**src/rtl/vga_line_mux_reg_if.sv**
```systemverilog
// Bus bundle for the registered 15-way VGA line selector: select, data words d0..d14, registered result o_q.
interface vga_line_mux_reg_if #(
   parameter int unsigned DATA_WIDTH   = 12,
   parameter int unsigned SELECT_WIDTH = 4
);
   logic [SELECT_WIDTH-1:0] select;
   logic [DATA_WIDTH-1:0]   d0;
   logic [DATA_WIDTH-1:0]   d1;
   logic [DATA_WIDTH-1:0]   d2;
   logic [DATA_WIDTH-1:0]   d3;
   logic [DATA_WIDTH-1:0]   d4;
   logic [DATA_WIDTH-1:0]   d5;
   logic [DATA_WIDTH-1:0]   d6;
   logic [DATA_WIDTH-1:0]   d7;
   logic [DATA_WIDTH-1:0]   d8;
   logic [DATA_WIDTH-1:0]   d9;
   logic [DATA_WIDTH-1:0]   d10;
   logic [DATA_WIDTH-1:0]   d11;
   logic [DATA_WIDTH-1:0]   d12;
   logic [DATA_WIDTH-1:0]   d13;
   logic [DATA_WIDTH-1:0]   d14;
   logic [DATA_WIDTH-1:0]   o_q;

   modport master (
      output select, d0, d1, d2, d3, d4, d5, d6, d7, d8, d9, d10, d11, d12, d13, d14,
      input  o_q
   );

   modport slave (
      input  select, d0, d1, d2, d3, d4, d5, d6, d7, d8, d9, d10, d11, d12, d13, d14,
      output o_q
   );
endinterface

```
**src/rtl/vga_line_mux_reg.sv**
```systemverilog
// Registered 15-way data selector between the line-buffer read ports and the pixel stage.
// One clock of latency; out-of-range select loads zero.
module vga_line_mux_reg #(
   parameter int unsigned DATA_WIDTH   = 12,
   parameter int unsigned SELECT_WIDTH = 4
) (
   input  logic                 clk,
   input  logic                 reset,
   vga_line_mux_reg_if.slave    bus
);
   localparam int unsigned NUM_WORDS = 15;

   logic [DATA_WIDTH-1:0] words [NUM_WORDS];
   logic [DATA_WIDTH-1:0] o_d;

   always_comb begin
      words[0]  = bus.d0;
      words[1]  = bus.d1;
      words[2]  = bus.d2;
      words[3]  = bus.d3;
      words[4]  = bus.d4;
      words[5]  = bus.d5;
      words[6]  = bus.d6;
      words[7]  = bus.d7;
      words[8]  = bus.d8;
      words[9]  = bus.d9;
      words[10] = bus.d10;
      words[11] = bus.d11;
      words[12] = bus.d12;
      words[13] = bus.d13;
      words[14] = bus.d14;
   end

   // Any select value without a matching word falls through to zero.
   always_comb begin
      o_d = '0;
      for (int unsigned i = 0; i < NUM_WORDS; i++) begin
         if (bus.select == SELECT_WIDTH'(i)) begin
            o_d = words[i];
         end
      end
   end

   always_ff @(posedge clk) begin
      if (reset) begin
         bus.o_q <= '0;
      end else begin
         bus.o_q <= o_d;
      end
   end
endmodule

```
**src/flat_wrapper.sv**
```systemverilog
// flat-port wrapper written by rule: the top's interface ports become plain ports
module vga_line_mux_reg_flat 
#(
   parameter int unsigned DATA_WIDTH   = 12,
   parameter int unsigned SELECT_WIDTH = 4
)
  (clk, reset, bus_select, bus_d0, bus_d1, bus_d2, bus_d3, bus_d4, bus_d5, bus_d6, bus_d7, bus_d8, bus_d9, bus_d10, bus_d11, bus_d12, bus_d13, bus_d14, bus_o_q);
  vga_line_mux_reg_if #(.DATA_WIDTH(DATA_WIDTH), .SELECT_WIDTH(SELECT_WIDTH)) bus_i ();
  input  logic clk;
  input  logic reset;
  input wire logic [$bits(bus_i.select)-1:0] bus_select;
  input wire logic [$bits(bus_i.d0)-1:0] bus_d0;
  input wire logic [$bits(bus_i.d1)-1:0] bus_d1;
  input wire logic [$bits(bus_i.d2)-1:0] bus_d2;
  input wire logic [$bits(bus_i.d3)-1:0] bus_d3;
  input wire logic [$bits(bus_i.d4)-1:0] bus_d4;
  input wire logic [$bits(bus_i.d5)-1:0] bus_d5;
  input wire logic [$bits(bus_i.d6)-1:0] bus_d6;
  input wire logic [$bits(bus_i.d7)-1:0] bus_d7;
  input wire logic [$bits(bus_i.d8)-1:0] bus_d8;
  input wire logic [$bits(bus_i.d9)-1:0] bus_d9;
  input wire logic [$bits(bus_i.d10)-1:0] bus_d10;
  input wire logic [$bits(bus_i.d11)-1:0] bus_d11;
  input wire logic [$bits(bus_i.d12)-1:0] bus_d12;
  input wire logic [$bits(bus_i.d13)-1:0] bus_d13;
  input wire logic [$bits(bus_i.d14)-1:0] bus_d14;
  output wire logic [$bits(bus_i.o_q)-1:0] bus_o_q;
  assign bus_i.select = bus_select;
  assign bus_i.d0 = bus_d0;
  assign bus_i.d1 = bus_d1;
  assign bus_i.d2 = bus_d2;
  assign bus_i.d3 = bus_d3;
  assign bus_i.d4 = bus_d4;
  assign bus_i.d5 = bus_d5;
  assign bus_i.d6 = bus_d6;
  assign bus_i.d7 = bus_d7;
  assign bus_i.d8 = bus_d8;
  assign bus_i.d9 = bus_d9;
  assign bus_i.d10 = bus_d10;
  assign bus_i.d11 = bus_d11;
  assign bus_i.d12 = bus_d12;
  assign bus_i.d13 = bus_d13;
  assign bus_i.d14 = bus_d14;
  assign bus_o_q = bus_i.o_q;
  vga_line_mux_reg #(.DATA_WIDTH(DATA_WIDTH), .SELECT_WIDTH(SELECT_WIDTH)) u_core (.clk(clk), .reset(reset), .bus(bus_i));
endmodule
```
**config.mk**
```make
export PLATFORM = sky130hd
export DESIGN_NAME = vga_line_mux_reg_flat
export DESIGN_NICKNAME = d
export VERILOG_FILES = /design/src/rtl/vga_line_mux_reg_if.sv /design/src/rtl/vga_line_mux_reg.sv /design/src/flat_wrapper.sv
export SDC_FILE = /design/constraint.sdc
export NUM_CORES = 1
export LEC_CHECK = 0
export ABC_CLOCK_PERIOD_IN_PS = 1500
export CAP_MARGIN = 20
export CORE_MARGIN = 10
export CORE_UTILIZATION = 29
export DETAILED_ROUTE_END_ITERATION = 10
export PLACE_DENSITY = 0.82
export SETUP_SLACK_MARGIN = 0.1
export SYNTH_ARGS = -nofsm -noshare
export SYNTH_HDL_FRONTEND = slang
export SYNTH_SLANG_ARGS = --single-unit
```
**constraint.sdc**
```tcl
create_clock -name clk -period 1.5 [get_ports clk]
set_clock_uncertainty 0.15 [all_clocks]
set_input_delay 0.15 -clock clk [delete_from_list [all_inputs] [get_ports clk]]
set_output_delay 0.15 -clock clk [all_outputs]
set_load 0.02 [all_outputs]
```
# Word-level counts from Yosys, hierarchy flattened
# Index checks and enable logic that the tools add are counted.
op_classes:
  add_sub_neg: 0
  eq_ne: 14
  div: 0
  muxes: 15
  multipliers: 0
  magnitude_cmp: 0
  n_bitwise: 0
  reduce_logical: 1
  shift: 0
ops:
  columns: ["operator", "n"]
  rows:
  - ["$mux 12", 15]
  - ["$eq 4x4->1 const B", 7]
  - ["$eq 4x3->1 const B", 4]
  - ["$eq 4x2->1 const B", 2]
  - ["$eq 4x1->1 const B", 1]
  - ["$logic_not 4->1", 1]
totals:
  ram_bits: 0
  wordCells: 31
  mem_bits_ro: 0
  regBits: 12
  in_bits: 186
  latchBits: 0
  n_memories: 0

# Longest topological paths before layout
# Gate-level depths: netlist (run 1).
logic_depth:
  ltp_word: 16
  depth_mapped: 8
  mapped_depth_nobuf: 5

# Worst setup path after synthesis (run 1)
# OpenSTA, ideal clock, no wires.
synth_timing:
  kind: "input to register"
  start: "input port bus_select[3]"
  end: "register u_core.bus.o_q[9]"
  setup_slack_ns: -0.134
  arrival_ns: 1.380
  path_stages: 7
  required_ns: 1.247
  path_cell_list: "buf_2 -> or3b_1 -> buf_2 -> or2_1 -> o211ai_2 -> a21oi_2 -> a2111oi_2"
synth_via:
  elab_chain_len: 16
synth_lines:
  columns: ["item", "line_no", "text"]
  rows:
  - ["from (decl)", "flat_wrapper.sv:11", "input wire logic [$bits(bus_i.select)-1:0] bus_select;"]
  - ["$logic_not 4->1", "vga_line_mux_reg.sv:38", "if (bus.select == SELECT_WIDTH'(i)) begin"]
  - ["$mux 12 (14 in series)", "vga_line_mux_reg.sv:38", null]
  - ["$mux 12 (*)", "vga_line_mux_reg.sv:38", null]
  - ["to (signal assigned)", "vga_line_mux_reg.sv:46", "bus.o_q <= '0;"]
  - ["to (signal assigned)", "vga_line_mux_reg.sv:48", "bus.o_q <= o_d;"]
  - ["to (decl)", "vga_line_mux_reg_if.sv:31", "output o_q"]
# Mark *: on every way between the ends. The rest lies on a longest branch, timed or not.
# A chain may end at the register's enable or synchronous reset.

# Worst setup path after layout (run 1)
layout_timing:
  start: "input port bus_d2[1]"
  end: "register u_core.bus.o_q[1]"
layout_via:
  elab_chain_len: 13
layout_lines:
  columns: ["item", "line_no", "text"]
  rows:
  - ["from (decl)", "flat_wrapper.sv:14", "input wire logic [$bits(bus_i.d2)-1:0] bus_d2;"]
  - ["$mux 12 (13 in series)", "vga_line_mux_reg.sv:38", null]
# Every way passes these cells.

==> results.tsv, run 1 <==
stage	metric	value	unit
sta	timing.final.ws_setup	-17.0	ps
status	status	finished with violations	
sta	maxSlewViolCount	0	
global_route	grtUsageTotal	24.2	%
routing	met3_length	1890	µm
synthesis	ys_seq_area_share	10.9	%
worst_setup_path	critical-path-top-delay-family	buffers and inverters	
routing	drt-total-wl	15900	µm
place	port_buffers	197	
worst_setup_path	critical_path.slowest_cell	clkdlybuf4s50_1	
routing	ant_nets	0	
cts	clkSlewWorstSetupHoldPaths	60	ps
worst_setup_path	start_kind	input pin	
synthesis	synth_top_area_share	11.8	%
synthesis	synth_fp_nets	497	
routing	dr.max_layer_used	met4	
floorplanning	ios	198	
routing	vias	4046	
place	dp_hpwl	12200	µm
cts	clock-root-buffer	clkbuf_8	
routing	drt_iter0_drc	553	
layout	drive_above_1_share	29.8	%
synthesis	synth_ff_type	dfxtp_1	
cts	htreeDepth	1	
sta	finalSetupViolations	1	
synthesis	synth_largest_area_cell	mux2i_1	
worst_setup_path	crit_buf_inv	2	
cts	clock_sinks	12	
synthesis	syn-mean-instance-area	7.10	µm²
place	preCtsSetupSlack	-726	ps
global_route	grt_pass1_wl	22300	µm
global_route	grt_max_degree	17	
sta	hold_viol_final	0	
power_and_ir_drop	ir_drop	0.000221	V
floorplanning	core-area	7330	µm²
power_and_ir_drop	power	2.18	mW
worst_setup_path	endpoint_kind	flop	
cts	cts_tree	yes	
layout	area_delta_synth_final	141	%
place	placed_cell_area	4690	µm²
layout	fill_cells	515	
floorplanning	dieArea	11500	µm²
synthesis	synth-seq-cells	12	
synthesis	ys_async_sr_fraction	0	%
layout	fin_nets	761	
sta	max_slew_margin	75.2	%
synthesis	synth_cell_types	55	
layout	top_register	u_core.bus.o_q	
worst_setup_path	slowest_delay	410	ps
sta	fin_crit_sh	101	%
floorplanning	start_util	30.1	%
place	place_congestion	0.921	
worst_setup_path	critical_path_class	in2reg	
routing	routed-wl-met2	7620	µm
layout	largest_register_ffs	12	
routing	route.detailed.wl_per_inst	23.6	µm
cts	clockBufferDepth	2	
synthesis	synth_edf_count	0	
sta	rsz0062_at_grt	yes	
global_route	antenna_found_initial	0	
sta	whs	265	ps
synthesis	yosys_warnings	0	
routing	met1Wirelength	5650	µm
flow_run	maxCapViolations	0	
worst_setup_path	path_max_fanout	1	
hold_path	hold_class	in2reg	
worst_setup_path	arrival	1510	ps
routing	drc	0	
power_and_ir_drop	power_density	410	nW/µm²
layout	final_cell_area	5320	µm²
sta	min_period	1520	ps
power_and_ir_drop	p_leak	2.21	nW
global_route	grt-ovfl-total	0	
floorplanning	floorplan.die.height	107	µm
routing	via_per_inst	6.02	
floorplanning	die_x	107	µm
synthesis	syn_area	2210	µm²
layout	num_antenna_cells	0	
sta	worst_pin_slew	373	ps
worst_setup_path	cp.required	1490	ps
layout	largestRegisters	u_core.bus.o_q (12)	
worst_setup_path	crit_chain	clkdlybuf4s50_1 > mux2i_2 > o221ai_2 > a222oi_1 > buf_4 > o21ai_2	
sta	fmax	659	MHz
status	violations	setup timing	
cts	cts_buffers	3	
global_route	grt_pass1_vias	4110	
synthesis	synth_area_leaders	mux2i_1 (12%), dfxtp_1 (11%), o21ai_0 (7.9%)	
synthesis	syn_inst	311	
floorplanning	fp-row-count	31	
routing	firstDrtPassIters	6	
placed cells by master, fill, tap and decap left out, types with 4 or more instances in the layout:
master and instances:
a22oi_1 11, o221ai_2 8, nor2b_2 4, o221ai_1 5
dlygate4sd2_1 22, nand4_1 4, a311o_1 4, o21ai_0 26
o211ai_1 13, nand2_2 4, o21ai_1 9, nor2b_4 5
o22ai_1 5, a21oi_1 12, nand2_1 14, a31oi_1 5
o22ai_2 6, dfxtp_1 12, buf_6 17, nand2b_1 5
a21oi_2 6, nand3_1 6, mux2i_1 24, dlymetal6s2s_1 9
buf_4 73, nor2_1 17, nor2b_1 5, clkdlybuf4s50_1 162
logic make-up after synthesis:
kind of cell           Yosys count  share of synthesized area [%]
AO/OA/AOI/OAI                  148                           46.9
flip-flops                      12                           10.9
buffers and inverters           40                           9.18
XOR/XNOR                         1                          0.397
multiplexers                    28                           13.3
AND/OR/NAND/NOR                 82                           19.3
power by group:
group	leakage (nW)	internal (mW)	total (mW)	switching (mW)
clock network	0.0216	0.178	0.322	0.144
logic	2.09	0.879	1.49	0.616
registers	0.0995	0.352	0.365	0.0132
total	2.21	1.41	2.18	0.773
synthesized netlist by cell type (all sizes together) (2+ instances only):
| cell | instances |
|---|---|
| a2111oi | 2 |
| nor3 | 3 |
| a221oi | 5 |
| o21a | 3 |
| nand4 | 4 |
| o32a | 3 |
| a222oi | 2 |
| nand3b | 2 |
| o221ai | 13 |
| buf | 22 |
| or3b | 3 |
| o32ai | 2 |
| nand2 | 18 |
| clkbuf | 11 |
| nand3 | 6 |
| a21o | 2 |
| nor3b | 2 |
| or2 | 2 |
| a31oi | 5 |
| a21boi | 2 |
| a22oi | 12 |
| a21oi | 18 |
| o21ai | 38 |
| a2bb2oi | 2 |
| o22ai | 11 |
| o211ai | 14 |
| a311o | 4 |
| nor2 | 20 |
| mux2i | 26 |
| nor2b | 14 |
| inv | 6 |
| nand2b | 5 |
| dfxtp | 12 |
| a211oi | 3 |
final cells by class:
class | instances | area, µm² | area share (%)
repair buffers | 292 | 2840 | 53.3
multi-input cells | 259 | 2040 | 38.4
flip-flops and latches | 12 | 240 | 4.51
well taps | 99 | 124 | 2.33
clock buffers | 3 | 41.3 | 0.776
inverters | 7 | 35.0 | 0.658
worst paths after layout:
| kind | cells past startpoint | to | slack [ps] | start |
|---|---|---|---|---|
| max | 6 | u_core.bus.o_q[1]$_SDFF_PP0_ | -20 | bus_d2[1] |
| min | 4 | u_core.bus.o_q[4]$_SDFF_PP0_ | 270 | bus_select[3] |
layer usage:
metal | global-route usage [%] | vias up
met5 | 0 | -
met4 | 9.19 | 0
met3 | 6.95 | 76
met2 | 41.7 | 354
met1 | 27.6 | 1856
li1 | - | 1760
per-stage QoR:
step                      setup TNS (ps)  utilization (%)  instances
after floorplan                    -55.1                -        311
after CTS                              0             69.0        664
after global routing               -85.7             72.6        672
final                              -17.0             72.6        672
after global placement             -6940             63.9        645
after detailed placement           -7450             63.9        645
repair_timing:
| item | in CTS | in global routing |
|---|---|---|
| cloned | 3 | 2 |
| setup endpoints to repair | 24 | 12 |
| resized for setup | 97 | 47 |
| setup buffers | 13 | 6 |
| hold endpoints to repair | 0 | 0 |
| hold buffers | 0 | 0 |
| pin swaps | 37 | 29 |
(Power assumes the default switching activity.)
==> inputs of run 2 (changes only) <==
--- a/config.mk
+++ b/config.mk
@@ -9,6 +9,7 @@
 export CAP_MARGIN = 20
 export CORE_MARGIN = 10
 export CORE_UTILIZATION = 29
+export CTS_BUF_LIST = sky130_fd_sc_hd__clkbuf_16
 export DETAILED_ROUTE_END_ITERATION = 10
 export PLACE_DENSITY = 0.82
 export SETUP_SLACK_MARGIN = 0.1
==> results.tsv, run 2 (same netlist as run 1, synthesis figures left out) <==
stage	metric	value	unit
status	status	finished with violations	
status	violations	setup timing	
worst_setup_path	path_max_fanout	1	
place	placed_cell_area	4690	µm²
layout	largestRegisters	u_core.bus.o_q (12)	
flow_run	maxCapViolations	0	
sta	finalSetupViolations	2	
cts	hold_buffers	0	
worst_setup_path	slowest_delay	400	ps
cts	clkSlewWorstSetupHoldPaths	50	ps
layout	fill_cells	502	
global_route	grt_pass1_wl	22700	µm
floorplanning	ios	198	
cts	clockBufferDepth	2	
worst_setup_path	endpoint_kind	flop	
layout	area_delta_synth_final	142	%
power_and_ir_drop	power	2.37	mW
sta	min_period	1530	ps
global_route	grtUsageTotal	24.6	%
worst_setup_path	start_kind	input pin	
floorplanning	dieArea	11500	µm²
cts	clock_sinks	12	
layout	largest_register_ffs	12	
floorplanning	core-area	7330	µm²
sta	timing.final.ws_setup	-31.8	ps
place	dp_hpwl	12200	µm
layout	top_register	u_core.bus.o_q	
layout	mostFrequentLayoutCells	clkdlybuf4s50_1 (165), buf_4 (66), dlygate4sd2_1 (24)	
layout	instances_no_fill	664	
place	place_congestion	0.921	
routing	ant_nets	0	
floorplanning	start_util	30.1	%
routing	route.detailed.wl_per_inst	23.5	µm
hold_path	holdCritStartpoint	bus_select[3]	
routing	via_per_inst	5.98	
power_and_ir_drop	power_density	443	nW/µm²
routing	vias	3968	
routing	drt-total-wl	15600	µm
worst_setup_path	critical-path-top-delay-family	compound AO/OA/AOI/OAI gates	
global_route	grt_max_degree	17	
layout	fin_nets	753	
worst_setup_path	critical_path.slowest_cell	clkdlybuf4s50_1	
layout	final_cell_area	5340	µm²
hold_path	hold_depth	4	
cts	cts_buffers	3	
cts	clock-root-buffer	clkbuf_16	
floorplanning	die_x	107	µm
global_route	grt-ovfl-total	0	
power_and_ir_drop	ir_drop	0.000351	V
sta	fin_crit_sh	102	%
routing	drt_iter0_drc	379	
sta	max_slew_margin	74.9	%
floorplanning	fp-row-count	31	
place	port_buffers	197	
floorplanning	floorplan.die.height	107	µm
sta	hold_viol_final	0	
place	dp.cells	645	
hold_path	whs_endpoint	u_core.bus.o_q[4]$_SDFF_PP0_	
sta	maxSlewViolCount	0	
layout	register_area	240	µm²
layout	multi_input_area	2120	µm²
worst_setup_path	crit_buf_inv	1	
layout	num_antenna_cells	0	
layout	drive_above_1_share	30.4	%
layout	final_common_cell	clkdlybuf4s50_1	
routing	drc	0	
worst_setup_path	arrival	1510	ps
cts	htreeDepth	1	
hold_path	hold_class	in2reg	
power_and_ir_drop	p_leak	2.17	nW
sta	worst_pin_slew	376	ps
routing	firstDrtPassIters	5	
worst_setup_path	critical_path_class	in2reg	
worst_setup_path	crit_chain	clkdlybuf4s50_1 > mux2i_1 > nor2_1 > o32ai_2 > a32oi_1 > o221a_1	
sta	rsz0062_at_grt	yes	
worst_setup_path	cp.required	1480	ps
global_route	antenna_found_initial	0	
cts	cts_tree	yes	
global_route	grt_pass1_vias	4171	
sta	fmax	653	MHz
run 2: metrics by stage:
| step | setup WS, ps | hold WS (ps) | util [%] | TNS [ps] |
|---|---|---|---|---|
| final | -31.8 | 275 | 72.9 | -47.7 |
| after global routing | -76.4 | 282 | 72.9 | -159 |
| after CTS | -5.70 | 259 | 69.8 | -5.70 |
| after detailed placement | -726 | 637 | 63.9 | -7450 |
| after global placement | -742 | 620 | 63.9 | -6940 |
| after floorplan | -32.2 | 161 | - | -55.1 |
run 2: final cells by class:
class                           count  area share (%)
Inverter                            7           0.679
Tap cell                           99            2.32
Timing Repair Buffer              284            51.5
Sequential cell                    12            4.50
Clock buffer                        3            1.41
Multi-Input combinational cell    259            39.6
run 2: how the worst max path moves through the flow:
stage,startpoint,cells past startpoint,endpoint
final,bus_d2[2],6,u_core.bus.o_q[2]$_SDFF_PP0_
after detailed placement,bus_select[2],7,u_core.bus.o_q[1]$_SDFF_PP0_
after CTS,bus_d5[1],7,u_core.bus.o_q[1]$_SDFF_PP0_
after floorplan,bus_select[3],7,u_core.bus.o_q[9]$_SDFF_PP0_
after global routing,bus_select[1],7,u_core.bus.o_q[1]$_SDFF_PP0_
after global placement,bus_select[2],7,u_core.bus.o_q[1]$_SDFF_PP0_
run 2: metal layers:
metal	vias up	part of all wire, %	global-route usage (%)
met1	1824	36	27.8
li1	1744	-	-
met4	0	5.3	8.70
met3	79	11	6.77
met5	-	0	0
met2	321	48	43.2
run 2: repair_timing:
action / in CTS / in global routing
resized for setup: 107 / 59
cloned: 2 / 1
setup buffers: 12 / 2
setup endpoints to repair: 24 / 12
pin swaps: 48 / 27
run 2: where the power goes:
group | internal (mW) | total (mW) | switching [mW]
clock | 0.349 | 0.499 | 0.151
sequential | 0.353 | 0.367 | 0.0137
combinational | 0.877 | 1.50 | 0.622
total | 1.58 | 2.37 | 0.786
==> inputs of run 3 (changes only) <==
--- a/config.mk
+++ b/config.mk
@@ -7,7 +7,7 @@
 export LEC_CHECK = 0
 export ABC_CLOCK_PERIOD_IN_PS = 1500
 export CAP_MARGIN = 20
-export CORE_MARGIN = 10
+export CORE_MARGIN = 1.5
 export CORE_UTILIZATION = 29
 export CTS_BUF_LIST = sky130_fd_sc_hd__clkbuf_16
 export DETAILED_ROUTE_END_ITERATION = 10
==> results.tsv, run 3 (same netlist as run 1, synthesis figures left out) <==
stage	metric	value	unit
status	status	finished with violations	
status	violations	setup timing	
sta	min_period	1650	ps
place	dp_hpwl	10400	µm
cts	htreeDepth	1	
layout	top_register	u_core.bus.o_q	
cts	hold_buffers	0	
sta	fin_crit_sh	110	%
place	place_congestion	0.954	
floorplanning	start_util	30.3	%
cts	clkSlewWorstSetupHoldPaths	50	ps
worst_setup_path	critical_path_class	in2reg	
global_route	grtUsageTotal	31.5	%
cts	clock-root-buffer	clkbuf_16	
hold_path	hold_class	in2reg	
layout	num_antenna_cells	0	
cts	cts_buffers	3	
floorplanning	floorplan.die.height	90.3	µm
place	port_buffers	197	
floorplanning	die_x	90.3	µm
layout	mostFrequentLayoutCells	clkdlybuf4s50_1 (171), buf_4 (80), o21ai_0 (27)	
power_and_ir_drop	power_density	447	nW/µm²
routing	drt-total-wl	13600	µm
layout	post-route-util	71.4	%
cts	cts_tree	yes	
power_and_ir_drop	p_leak	2.12	nW
layout	final_common_cell	clkdlybuf4s50_1	
routing	route.detailed.wl_per_inst	20.3	µm
worst_setup_path	arrival	1630	ps
worst_setup_path	critPathLaunch	bus_select[2]	
flow_run	maxCapViolations	0	
worst_setup_path	start_kind	input pin	
routing	vias	3911	
power_and_ir_drop	ir_drop	0.000288	V
worst_setup_path	cp.required	1480	ps
cts	clock_sinks	12	
routing	via_per_inst	5.85	
floorplanning	core-area	7290	µm²
sta	rsz0062_at_grt	yes	
global_route	grt_max_degree	20	
cts	clockBufferDepth	2	
sta	maxSlewViolCount	0	
place	preCtsSetupSlack	-874	ps
sta	worst_pin_slew	534	ps
layout	largestRegisters	u_core.bus.o_q (12)	
layout	largest_register_ffs	12	
sta	timing.final.ws_setup	-154	ps
layout	drive_above_1_share	26.3	%
routing	ant_nets	0	
sta	max_slew_margin	64.4	%
global_route	grt_pass1_vias	4085	
sta	finalSetupViolations	3	
sta	setup_tns	-319	ps
layout	fin_nets	757	
sta	hold_viol_final	0	
floorplanning	ios	198	
global_route	antenna_found_initial	0	
worst_setup_path	path_max_fanout	7	
routing	drt_iter0_drc	540	
floorplanning	dieArea	8150	µm²
routing	firstDrtPassIters	5	
floorplanning	fp-row-count	31	
sta	fmax	605	MHz
routing	drc	0	
layout	area_delta_synth_final	136	%
global_route	grt_pass1_wl	20500	µm
global_route	grt-ovfl-total	0	
worst_setup_path	endpoint_kind	flop	
worst_setup_path	crit_end	u_core.bus.o_q[8]$_SDFF_PP0_	
-- run 3: cell types whose count changed in the layout (fill, tap and decap cells not counted), moves of 4 or more --
cell,before,now
o221ai_2,9,5
o21ai_0,22,27
o221ai_1,4,8
clkdlybuf4s50_1,165,171
buf_6,16,7
nor2b_4,8,3
nor2b_1,3,9
dlygate4sd2_1,24,20
buf_4,66,80
-- run 3: metrics by stage --
stage               total power, mW  cell area (µm²)  hold slack [ps]  cells
floorplan                     0.869             2300              161    311
global placement               1.66             4760              669    652
detailed placement             1.68             4760              657    652
CTS                            2.22             5030              267    665
global route                   2.41             5210              320    669
finish                         2.33             5210              296    669
-- run 3: worst min-delay path by stage --
stage,startpoint,end,cells past startpoint
after floorplan,bus_d14[10],u_core.bus.o_q[10]$_SDFF_PP0_,2
after global placement,bus_d14[4],u_core.bus.o_q[4]$_SDFF_PP0_,3
after detailed placement,bus_d14[4],u_core.bus.o_q[4]$_SDFF_PP0_,3
after CTS,bus_select[3],u_core.bus.o_q[4]$_SDFF_PP0_,3
after global routing,bus_select[3],u_core.bus.o_q[4]$_SDFF_PP0_,3
final,bus_select[3],u_core.bus.o_q[4]$_SDFF_PP0_,3
-- run 3: power by group --
group          internal (mW)  switching [mW]  total (mW)
sequential             0.353          0.0102       0.363
combinational          0.860           0.593        1.45
clock                  0.353           0.159       0.512
total                   1.57           0.762        2.33
-- run 3: repair_timing --
action,in CTS,in global routing
pin swaps,23,17
gates resized for setup,72,35
cloned,1,0
buffers inserted,8,4
setup endpoints to repair,24,12
hold endpoints to repair,0,0
-- run 3: final cells by class --
type	instances	area (µm²)
repair buffers	288	2750
fillers	566	2080
multi-input cells	259	1980
flip-flops and latches	12	240
well taps	99	124
clock buffers	3	75.1
inverters	7	36.3
clock inverters	1	3.75
-- run 3: per-layer routing --
metal  vias to the layer above  GRT usage [%]  wire length (µm)
li1                       1750              -                 -
met1                      1779           36.4              4850
met2                       319           55.5              6630
met3                        63           7.58              1530
met4                         0           12.8               600
met5                         -              0                 0
-- run 3: worst max-delay path, stage by stage --
cell and delay [ps]:
buf_8 100, buf_12 130, buf_4 140, nand3b_1 120, inv_1 90, a21o_1 210, a222oi_1 430, buf_4 210
o21ai_1 50
